[src/rtl/jk_fsm_sequencer.sv]
// rtl/jk_fsm_sequencer.sv - stimulus/check sequencer for the 2-bit JK state machine
//
// Purpose: per accepted command, clears the target FSM, shifts a pattern onto its
// w input LSB first, samples the resulting state and compares it with an expected value.
//
// Ports:
//   clk       in   rising-edge clock
//   rst       in   asynchronous active-low reset
//   start     in   command strobe, honoured only in IDLE
//   pattern   in   [PAT_W-1:0] w bits, LSB first
//   length    in   [LEN_W-1:0] bit count, saturated to PAT_W
//   expect_y  in   [1:0] expected target state after the last bit
//   abort     in   ends an active command (CLEAR/DRIVE only)
//   fsm_y     in   [1:0] target FSM state
//   fsm_w     out  registered w drive to the target
//   fsm_rst   out  registered active-high clear to the target
//   busy      out  high outside IDLE
//   done      out  one-cycle completion pulse
//   pass      out  compare result, valid from done until the next accept
//   final_y   out  [1:0] sampled target state, valid with pass
//   steps     out  [LEN_W-1:0] bits actually driven
module jk_fsm_sequencer #(
    parameter int PAT_W = 16,
    parameter int LEN_W = 5
) (
    input  logic             clk,
    input  logic             rst,
    input  logic             start,
    input  logic [PAT_W-1:0] pattern,
    input  logic [LEN_W-1:0] length,
    input  logic [1:0]       expect_y,
    input  logic             abort,
    input  logic [1:0]       fsm_y,
    output logic             fsm_w,
    output logic             fsm_rst,
    output logic             busy,
    output logic             done,
    output logic             pass,
    output logic [1:0]       final_y,
    output logic [LEN_W-1:0] steps
);

    typedef enum logic [2:0] {
        ST_IDLE,
        ST_CLEAR,
        ST_DRIVE,
        ST_CHECK,
        ST_DONE
    } state_t;

    localparam logic [LEN_W-1:0] LEN_MAX = LEN_W'(PAT_W);
    localparam logic [LEN_W-1:0] ONE     = LEN_W'(1);

    state_t             state_q;
    logic [PAT_W-1:0]   pat_q;      // shifted right as bits are driven
    logic [LEN_W-1:0]   len_q;
    logic [1:0]         exp_q;
    logic [LEN_W-1:0]   cnt_q;
    logic               fsm_w_q;
    logic               fsm_rst_q;
    logic               busy_q;
    logic               done_q;
    logic               pass_q;
    logic [1:0]         final_y_q;
    logic [LEN_W-1:0]   steps_q;

    always_ff @(posedge clk or negedge rst) begin
        if (!rst) begin
            state_q   <= ST_IDLE;
            pat_q     <= '0;
            len_q     <= '0;
            exp_q     <= '0;
            cnt_q     <= '0;
            fsm_w_q   <= 1'b0;
            fsm_rst_q <= 1'b1;
            busy_q    <= 1'b0;
            done_q    <= 1'b0;
            pass_q    <= 1'b0;
            final_y_q <= '0;
            steps_q   <= '0;
        end else begin
            done_q <= 1'b0;
            case (state_q)
                ST_IDLE: begin
                    fsm_rst_q <= 1'b0;
                    fsm_w_q   <= 1'b0;
                    if (start) begin
                        pat_q     <= pattern;
                        len_q     <= (length > LEN_MAX) ? LEN_MAX : length;
                        exp_q     <= expect_y;
                        cnt_q     <= '0;
                        pass_q    <= 1'b0;
                        final_y_q <= '0;
                        steps_q   <= '0;
                        fsm_rst_q <= 1'b1;
                        busy_q    <= 1'b1;
                        state_q   <= ST_CLEAR;
                    end
                end
                ST_CLEAR: begin
                    fsm_rst_q <= 1'b0;
                    if (abort) begin
                        fsm_w_q   <= 1'b0;
                        final_y_q <= fsm_y;
                        pass_q    <= 1'b0;
                        done_q    <= 1'b1;
                        state_q   <= ST_DONE;
                    end else if (len_q != '0) begin
                        // First bit goes out together with the release of the clear.
                        fsm_w_q <= pat_q[0];
                        pat_q   <= pat_q >> 1;
                        state_q <= ST_DRIVE;
                    end else begin
                        fsm_w_q <= 1'b0;
                        state_q <= ST_CHECK;
                    end
                end
                ST_DRIVE: begin
                    if (abort) begin
                        // Abort beats the final drive edge; the aborted bit is not counted.
                        fsm_w_q   <= 1'b0;
                        final_y_q <= fsm_y;
                        pass_q    <= 1'b0;
                        done_q    <= 1'b1;
                        state_q   <= ST_DONE;
                    end else begin
                        steps_q <= steps_q + ONE;
                        cnt_q   <= cnt_q + ONE;
                        if (cnt_q == len_q - ONE) begin
                            fsm_w_q <= 1'b0;
                            state_q <= ST_CHECK;
                        end else begin
                            fsm_w_q <= pat_q[0];
                            pat_q   <= pat_q >> 1;
                        end
                    end
                end
                ST_CHECK: begin
                    fsm_w_q   <= 1'b0;
                    final_y_q <= fsm_y;
                    pass_q    <= (fsm_y == exp_q);
                    done_q    <= 1'b1;
                    state_q   <= ST_DONE;
                end
                ST_DONE: begin
                    busy_q  <= 1'b0;
                    state_q <= ST_IDLE;
                end
                default: begin
                    fsm_w_q <= 1'b0;
                    busy_q  <= 1'b0;
                    state_q <= ST_IDLE;
                end
            endcase
        end
    end

    assign fsm_w   = fsm_w_q;
    assign fsm_rst = fsm_rst_q;
    assign busy    = busy_q;
    assign done    = done_q;
    assign pass    = pass_q;
    assign final_y = final_y_q;
    assign steps   = steps_q;

endmodule

[config.mk]
export PLATFORM = sky130hd
export DESIGN_NAME = jk_fsm_sequencer
export DESIGN_NICKNAME = d
export VERILOG_FILES = /design/src/rtl/jk_fsm_sequencer.sv
export SDC_FILE = /design/constraint.sdc
export NUM_CORES = 1
export LEC_CHECK = 0
export ABC_AREA = 1
export CAP_MARGIN = 10
export CORE_ASPECT_RATIO = 0.6
export CORE_MARGIN = 3
export CORE_UTILIZATION = 45
export DETAILED_ROUTE_END_ITERATION = 12
export HOLD_SLACK_MARGIN = 0.06
export PLACE_DENSITY = 0.71
export SYNTH_ARGS = -nofsm -noshare
export SYNTH_HDL_FRONTEND = slang
export SYNTH_SLANG_ARGS = --single-unit
[constraint.sdc]
create_clock -name clk -period 3.1 [get_ports clk]
set_clock_uncertainty 0.05 [all_clocks]
set_input_delay 0.62 -clock clk [delete_from_list [all_inputs] [get_ports clk]]
set_output_delay 0.62 -clock clk [all_outputs]
set_load 0.1 [all_outputs]
==> key figures, run 1 <==
Global route
  – Largest net degree at the start of global routing: 44
  – Vias in the first global route: 1798
  – First-pass GRT wire length: 8.60 mm
  – Tot GR Track Use: 18.5%
  – Antenna violations before repair: 0
  – Grt total ovfl: 0

Detailed routing
  – Post-route ant nets: 0
  – Routed length per instance: 12.5 um
  – 1st-iter DRT viols: 130
  – Drt total wl: 5.08 mm
  – Pre-antenna DRT Iters: 4
  – Remaining DRCs: 0
  – Via/cell ratio: 4.93
  – Routed vias: 2012

Synthesis
  – Mapped Nets: 335
  – Distinct cells, synth: 25
  – Seq cells post-synth: 43
  – Sequential area share after synthesis: 47.7%
  – Syn avg cell area: 7.45 um^2
  – Mapped Cells: 303
  – Cell area after synthesis: 2260 um^2
  – Yosys warnings: 0

Floorplan
  – Core area: 4710 um^2
  – Die width: 97.5 um
  – Initial core utilization: 48.0%
  – Io pins: 41
  – Row count: 19
  – Die Y: 60.9 um
  – DIE AREA: 5930 um^2

Layout
  – Ant. Diodes: 0
  – Register area: 1080 um^2
  – Post-layout instance area: 2770 um^2
  – Layout cells sized above 1: 9.57%
  – Multi-input logic area: 1050 um^2
  – Most frequent cells in the layout: nand2_1 (132), dfrtp_1 (42), nand3_1 (32)
  – Fillers: 434
  – Most common cell after layout, fill and taps aside: nand2_1
  – Final net count: 376
  – Area delta synth->final: 22.7%

Timing
  – Final worst slack: 0.866 ns
  – Fmax: 448 MHz
  – Fin. Hold Viols: 0
  – Worst-Margin Slew: 0.929 ns
  – Sum Neg Setup Slack: 0 ns
  – Fin crit share: 72.1%
  – Max_slew headroom: 38.1%
  – RSZ-0062 raised after global routing: false
  – Final setup viols: 0
  – Slew Limit Fails: 0
  – Final worst path period need: 2.23 ns

Placed design
  – Pre-CTS setup slack: 0.761 ns
  – I/O Buffers: 40
  – Placed cell area: 2670 um^2
  – Routability Congestion: 0.847
  – Dpl hpwl: 3.74 mm

Clock network
  – Clk slew on worst S/H paths: 0.08 ns
  – Post-CTS Hold Buffers: 0
  – Clk Latency, worst-skew pair: 0.30 ns
  – Number of H-tree levels: 2
  – Count of cells resized by post-cts repair: 0
  – Total CTS buffers: 5
  – Setup Buffers After CTS: 0
  – Max Buffers Root-to-Sink: 2
  – Clk sink count: 43
  – Root Driver: clkbuf_8
  – CTS tree: done

Power and ir drop
  – Pwr Density: 1030 nW/um^2
  – Switching power total: 0.00139 W
  – Clock power share: 15.0%
  – Combinational power share: 52.8%
  – Fraction of power consumed by sequential logic: 32.2%
  – Int Power: 0.00147 W
  – Leakage power: 1.46 nW
  – VDD IR max: 0.549 mV
  – Switching share of power: 48.7%

Worst setup path
  – CP Class: reg -> reg
  – Req. time, crit path: 3.29 ns
  – CP cell instances: inv_1, ha_1, inv_1, nand2_1, nand3_1, nand2_1, nor2_1, nand4_2, nand2_4, nand2_1, nand2_1
  – Nature of the critical path endpoint: register
  – CP max stage cell: nand4_2
  – Critical path arrival: 2.42 ns
  – Maximum single-stage delay on the critical path: 0.44 ns
  – Crit path max fanout: 17
  – CP Launch Type: register
  – Critical Path Most Common Cell: nand2_1

Run status
  – Status: complete, no violations

Worst hold path
  – Worst min path class: in -> async

Flow run
  – Max Cap Violations: 0
-- through the flow --
step,power [W],cells,hold WS [ns],utilization (%)
floorplan,0.00212,303,0.274,-
global placement,0.00241,400,0.405,56.6
detailed placement,0.00243,400,0.408,56.6
CTS,0.00287,408,0.427,58.9
global route,0.00312,408,0.443,58.9
finish,0.00286,408,0.405,58.9
-- synth_stat cells (all sizes together) --
library cell	count	area share [%]
a21boi	1	0.33
a21oi	3	0.66
buf	8	2.3
dfrtp	42	47
dfstp	1	1.2
ha	3	1.7
inv	21	3.5
nand2	137	24
nand3	32	7.1
nand3b	1	0.33
nand4	2	0.83
nor2	23	4.0
nor3	9	2.5
nor3b	1	0.33
o21ai	13	2.9
o22ai	2	0.55
o31ai	1	0.33
xor2	3	1.2
-- layer usage --
layer / up-vias / track usage [%] / wire, um
met4: 0 / 6.51 / 53
met2: 40 / 25.2 / 2010
met3: 4 / 4.71 / 244
met1: 920 / 28.2 / 2780
li1: 1048 / - / -
met5: - / 0 / 0
-- cell type report --
cell class / count / share of cell area [%]
repair buffers: 42 / 13.7
flip-flops and latches: 43 / 38.9
well taps: 63 / 2.84
clock buffers: 7 / 2.75
inverters: 21 / 2.84
multi-input cells: 231 / 37.9
clock inverters: 1 / 1.08
-- power by group through the flow --
| stage | clock [W] | combinational, W | sequential [W] |
|---|---|---|---|
| finish | 0.000430 | 0.00151 | 0.000921 |
| global route | 0.000464 | 0.00171 | 0.000949 |
| floorplan | 0 | 0.000950 | 0.00117 |
| detailed placement | 0 | 0.00150 | 0.000928 |
| CTS | 0.000438 | 0.00151 | 0.000919 |
| global placement | 0 | 0.00148 | 0.000928 |
-- sequential cells by signal, indices dropped and copies added (netlist names) --
name     flops
steps        5
busy         1
final_y      2
len_q        5
pat_q       16
done         1
cnt_q        5
fsm_rst      1
exp_q        2
pass         1
state_q      3
fsm_w        1
-- cells by family (layout without fill, tap and decap cells) --
logic type                 count (synthesis)  count (layout)  synth area share (%)
buffers and inverters                     29              71                  5.82
adders and majority gates                  3               3                  1.66
xor gates and xnor gates                   3               3                  1.16
DFF                                       43              43                  47.7
AOI/OAI and AO/OA                         20              20                  4.76
and+or+nand+nor                          205             205                  38.9
-- path summary, 6_finish.rpt --
| kind | slack [ns] | cells past startpoint | to | start |
|---|---|---|---|---|
| max | 0.87 | 11 | pat_q[7]$_DFFE_PN0P_ | len_q[0]$_DFFE_PN0P_ |
| max reg2reg | 0.87 | 11 | pat_q[7]$_DFFE_PN0P_ | len_q[0]$_DFFE_PN0P_ |
| min | 0.40 | 1 | pat_q[2]$_DFFE_PN0P_ | rst |
| max in group asynchronous | 2.01 | 1 | len_q[1]$_DFFE_PN0P_ | rst |
| min in group clk | 0.43 | 2 | pat_q[12]$_DFFE_PN0P_ | pat_q[12]$_DFFE_PN0P_ |
| min reg2reg | 0.43 | 2 | pat_q[12]$_DFFE_PN0P_ | pat_q[12]$_DFFE_PN0P_ |
-- critical path: cells and delay by family (launching register included) --
kind	cells	cell delay [ns]
flip-flops	1	0.38
buffers and inverters	2	0.18
AND/OR/NAND/NOR	8	1.28
adder cells (fa/ha/maj)	1	0.27
No activity file was read; power rests on OpenSTA's default activity.
==> run 2, diff against run 1 <==
==> constraint.sdc (replaced) <==
create_clock -name clk -period 2.2 [get_ports clk]
set_clock_uncertainty 0.05 [all_clocks]
set_input_delay 0.44 -clock clk [delete_from_list [all_inputs] [get_ports clk]]
set_output_delay 0.44 -clock clk [all_outputs]
set_load 0.1 [all_outputs]
==> key figures, run 2 (synthesized netlist as in run 1, its figures left out) <==
Clock network
  – Total CTS buffers: 5 (unchanged)
  – Clk sink count: 43 (unchanged)
  – Clk Latency, worst-skew pair: 0.29 ns (about the same)
  – CTS tree: done
  – Setup Buffers After CTS: 0 (unchanged)
  – Clk slew on worst S/H paths: 0.08 ns (about the same)
  – Number of H-tree levels: 2 (unchanged)
  – Root Driver: clkbuf_8
  – Max Buffers Root-to-Sink: 2 (unchanged)

Layout
  – Most frequent cells in the layout: nand2_1 (132), dfrtp_1 (42), nand3_1 (32)
  – Top reg by flops: pat_q
  – Ant. Diodes: 0 (unchanged)
  – Area delta synth->final: 26.1%
  – Fillers: 448 (+3.2%)
  – Most common cell after layout, fill and taps aside: nand2_1
  – Non-filler cells, final: 417 (+2.2%)
  – Final net count: 385 (+2.4%)
  – Layout cells sized above 1: 11.6% (+2.0 points)
  – Max reg flops: 16 (unchanged)
  – Post-layout instance area: 2850 um^2 (+2.8%)

Timing
  – Fin. Hold Viols: 0 (unchanged)
  – Worst-Margin Slew: 0.475 ns (-0.454 ns)
  – Sum Neg Setup Slack: 0 ns (unchanged)
  – Final setup viols: 0 (unchanged)
  – Slew Limit Fails: 0 (unchanged)
  – Fin crit share: 90.1% (+18 points)
  – Worst hold slack: 0.427 ns (+0.0217 ns)
  – Final worst path period need: 1.98 ns (-0.251 ns)
  – Fmax: 504 MHz (+13%)
  – Max_slew headroom: 68.3% (+30 points)
  – RSZ-0062 raised after global routing: false

Detailed routing
  – Routed length per instance: 12.6 um (+1.1%)
  – Post-route ant nets: 0 (unchanged)
  – Routed vias: 2075 (+3.1%)
  – Pre-antenna DRT Iters: 4 (unchanged)
  – 1st-iter DRT viols: 177 (+36%)
  – Via/cell ratio: 4.98 (+0.91%)
  – Remaining DRCs: 0 (unchanged)
  – Drt total wl: 5.25 mm (+3.3%)

Global route
  – Largest net degree at the start of global routing: 17 (-61%)
  – Antenna violations before repair: 0 (unchanged)
  – Grt total ovfl: 0 (unchanged)
  – Tot GR Track Use: 19.3% (+0.81 points)
  – First-pass GRT wire length: 9.05 mm (+5.1%)
  – Vias in the first global route: 1884 (+4.8%)

Worst hold path
  – HP Start: pat_q[5]$_DFFE_PN0P_
  – Worst min path class: reg -> reg
  – WHS Path Cells: 2
  – WHS Endpoint: pat_q[5]$_DFFE_PN0P_

Power and ir drop
  – Combinational power share: 53.6% (+0.8 points)
  – Int Power: 0.00211 W (+44%)
  – Switching power total: 0.00202 W (+45%)
  – Pwr Density: 1450 nW/um^2 (+40%)
  – Clock power share: 14.8% (-0.2 points)
  – VDD IR max: 0.697 mV (+27%)
  – Switching share of power: 48.8% (+0.17 points)
  – Fraction of power consumed by sequential logic: 31.6% (-0.6 points)
  – Leakage power: 1.50 nW (+2.6%)

Flow run
  – Max Cap Violations: 0 (unchanged)

Worst setup path
  – RR Startpoint: len_q[0]$_DFFE_PN0P_
  – Nature of the critical path endpoint: register
  – Crit path max fanout: 8 (-9)
  – CP Class: reg -> reg
  – Critical path arrival: 2.12 ns (-0.30 ns)
  – R2R cell count: 11 (unchanged)
  – R2R Setup Slk: 0.22 ns (-0.65 ns)
  – Req. time, crit path: 2.34 ns (-0.95 ns)
  – CP Launch Type: register
  – Reg-to-Reg End: pat_q[9]$_DFFE_PN0P_

Floorplan
  – Row count: 19 (unchanged)
  – Core area: 4710 um^2 (unchanged)
  – Die width: 97.5 um (unchanged)
  – Initial core utilization: 48.0% (unchanged)
  – Io pins: 41 (unchanged)
  – DIE AREA: 5930 um^2 (unchanged)
  – Die Y: 60.9 um (unchanged)

Placed design
  – Routability Congestion: 0.858 (+1.3%)
  – I/O Buffers: 40 (unchanged)
  – Dpl hpwl: 3.96 mm (+6.0%)
  – Placed cell area: 2720 um^2 (+2.0%)
  – Inst Count DP: 407 (+1.8%)

Run status
  – Status: complete, no violations
run 2: changes by cell type in the layout (fill, tap and decap cells not counted):
cell           before  now
nand4_2             1    0
nand2_2             3    4
dlygate4sd3_1       0    1
buf_4              14   21
nand4_4             0    1
run 2: final cells by class:
| type | count | area [um^2] | area share (%) |
|---|---|---|---|
| Sequential cell | 43 | 1080 | 37.8 |
| Clock inverter | 1 | 30.0 | 1.05 |
| Clock buffer | 7 | 76.3 | 2.68 |
| Inverter | 21 | 78.8 | 2.77 |
| Tap cell | 63 | 78.8 | 2.77 |
| Multi-Input combinational cell | 232 | 1060 | 37.4 |
| Timing Repair Buffer | 50 | 443 | 15.5 |
run 2: power by group through the flow:
stage               Combinational [W]  Sequential [W]  Clock [W]
CTS                           0.00218         0.00130   0.000621
floorplan                     0.00134         0.00164          0
detailed placement            0.00216         0.00131          0
finish                        0.00221         0.00130   0.000611
global route                  0.00251         0.00135   0.000654
global placement              0.00214         0.00131          0
run 2: worst max-delay path by stage:
stage                               startpoint                    end  slack [ns]  cells after the start
after global placement    len_q[0]$_DFFE_PN0P_  pat_q[10]$_DFFE_PN0P_        0.28                     11
final                     len_q[0]$_DFFE_PN0P_   pat_q[9]$_DFFE_PN0P_        0.22                     11
after detailed placement  len_q[0]$_DFFE_PN0P_  pat_q[11]$_DFFE_PN0P_        0.22                     11
after CTS                 len_q[0]$_DFFE_PN0P_  pat_q[11]$_DFFE_PN0P_        0.21                     11
after global routing      len_q[0]$_DFFE_PN0P_   pat_q[3]$_DFFE_PN0P_        0.01                     11
after floorplan           steps[0]$_DFFE_PN0P_   steps[4]$_DFFE_PN0P_        0.42                      6
run 2: per-stage QoR:
| step | power (W) | util, % | setup WS, ns |
|---|---|---|---|
| after floorplan | 0.00298 | - | 0.424 |
| after detailed placement | 0.00347 | 57.7 | 0.224 |
| final | 0.00413 | 60.5 | 0.217 |
| after global placement | 0.00345 | 57.7 | 0.276 |
| after CTS | 0.00410 | 60.2 | 0.206 |
| after global routing | 0.00451 | 60.5 | 0.0106 |
run 2: worst max-delay path, stage by stage (launching register included):
cell and delay, ns:
dfrtp_1 0.39, inv_1 0.09, ha_1 0.27, inv_1 0.10, nand2_1 0.05, nand3_1 0.08, nand2_1 0.06, nor2_1 0.20
nand4_4 0.22, buf_4 0.22, nand3_1 0.06, nand2_1 0.06
run 2: layer usage:
layer  up-vias  global-route usage, %  routed length, um
met3         5                   4.13                382
met4         0                   5.33                 61
li1       1065                      -                  -
met2        78                   27.4               2010
met5         -                      0                  0
met1       927                   29.8               2800
run 2: repair_timing:
| item | CTS | global route |
|---|---|---|
| hold endpoints to repair | 14 | 0 |
| hold buffers | 1 | 0 |
| endpoints found under the setup margin | 0 | 14 |
| gates resized for setup | 0 | 1 |
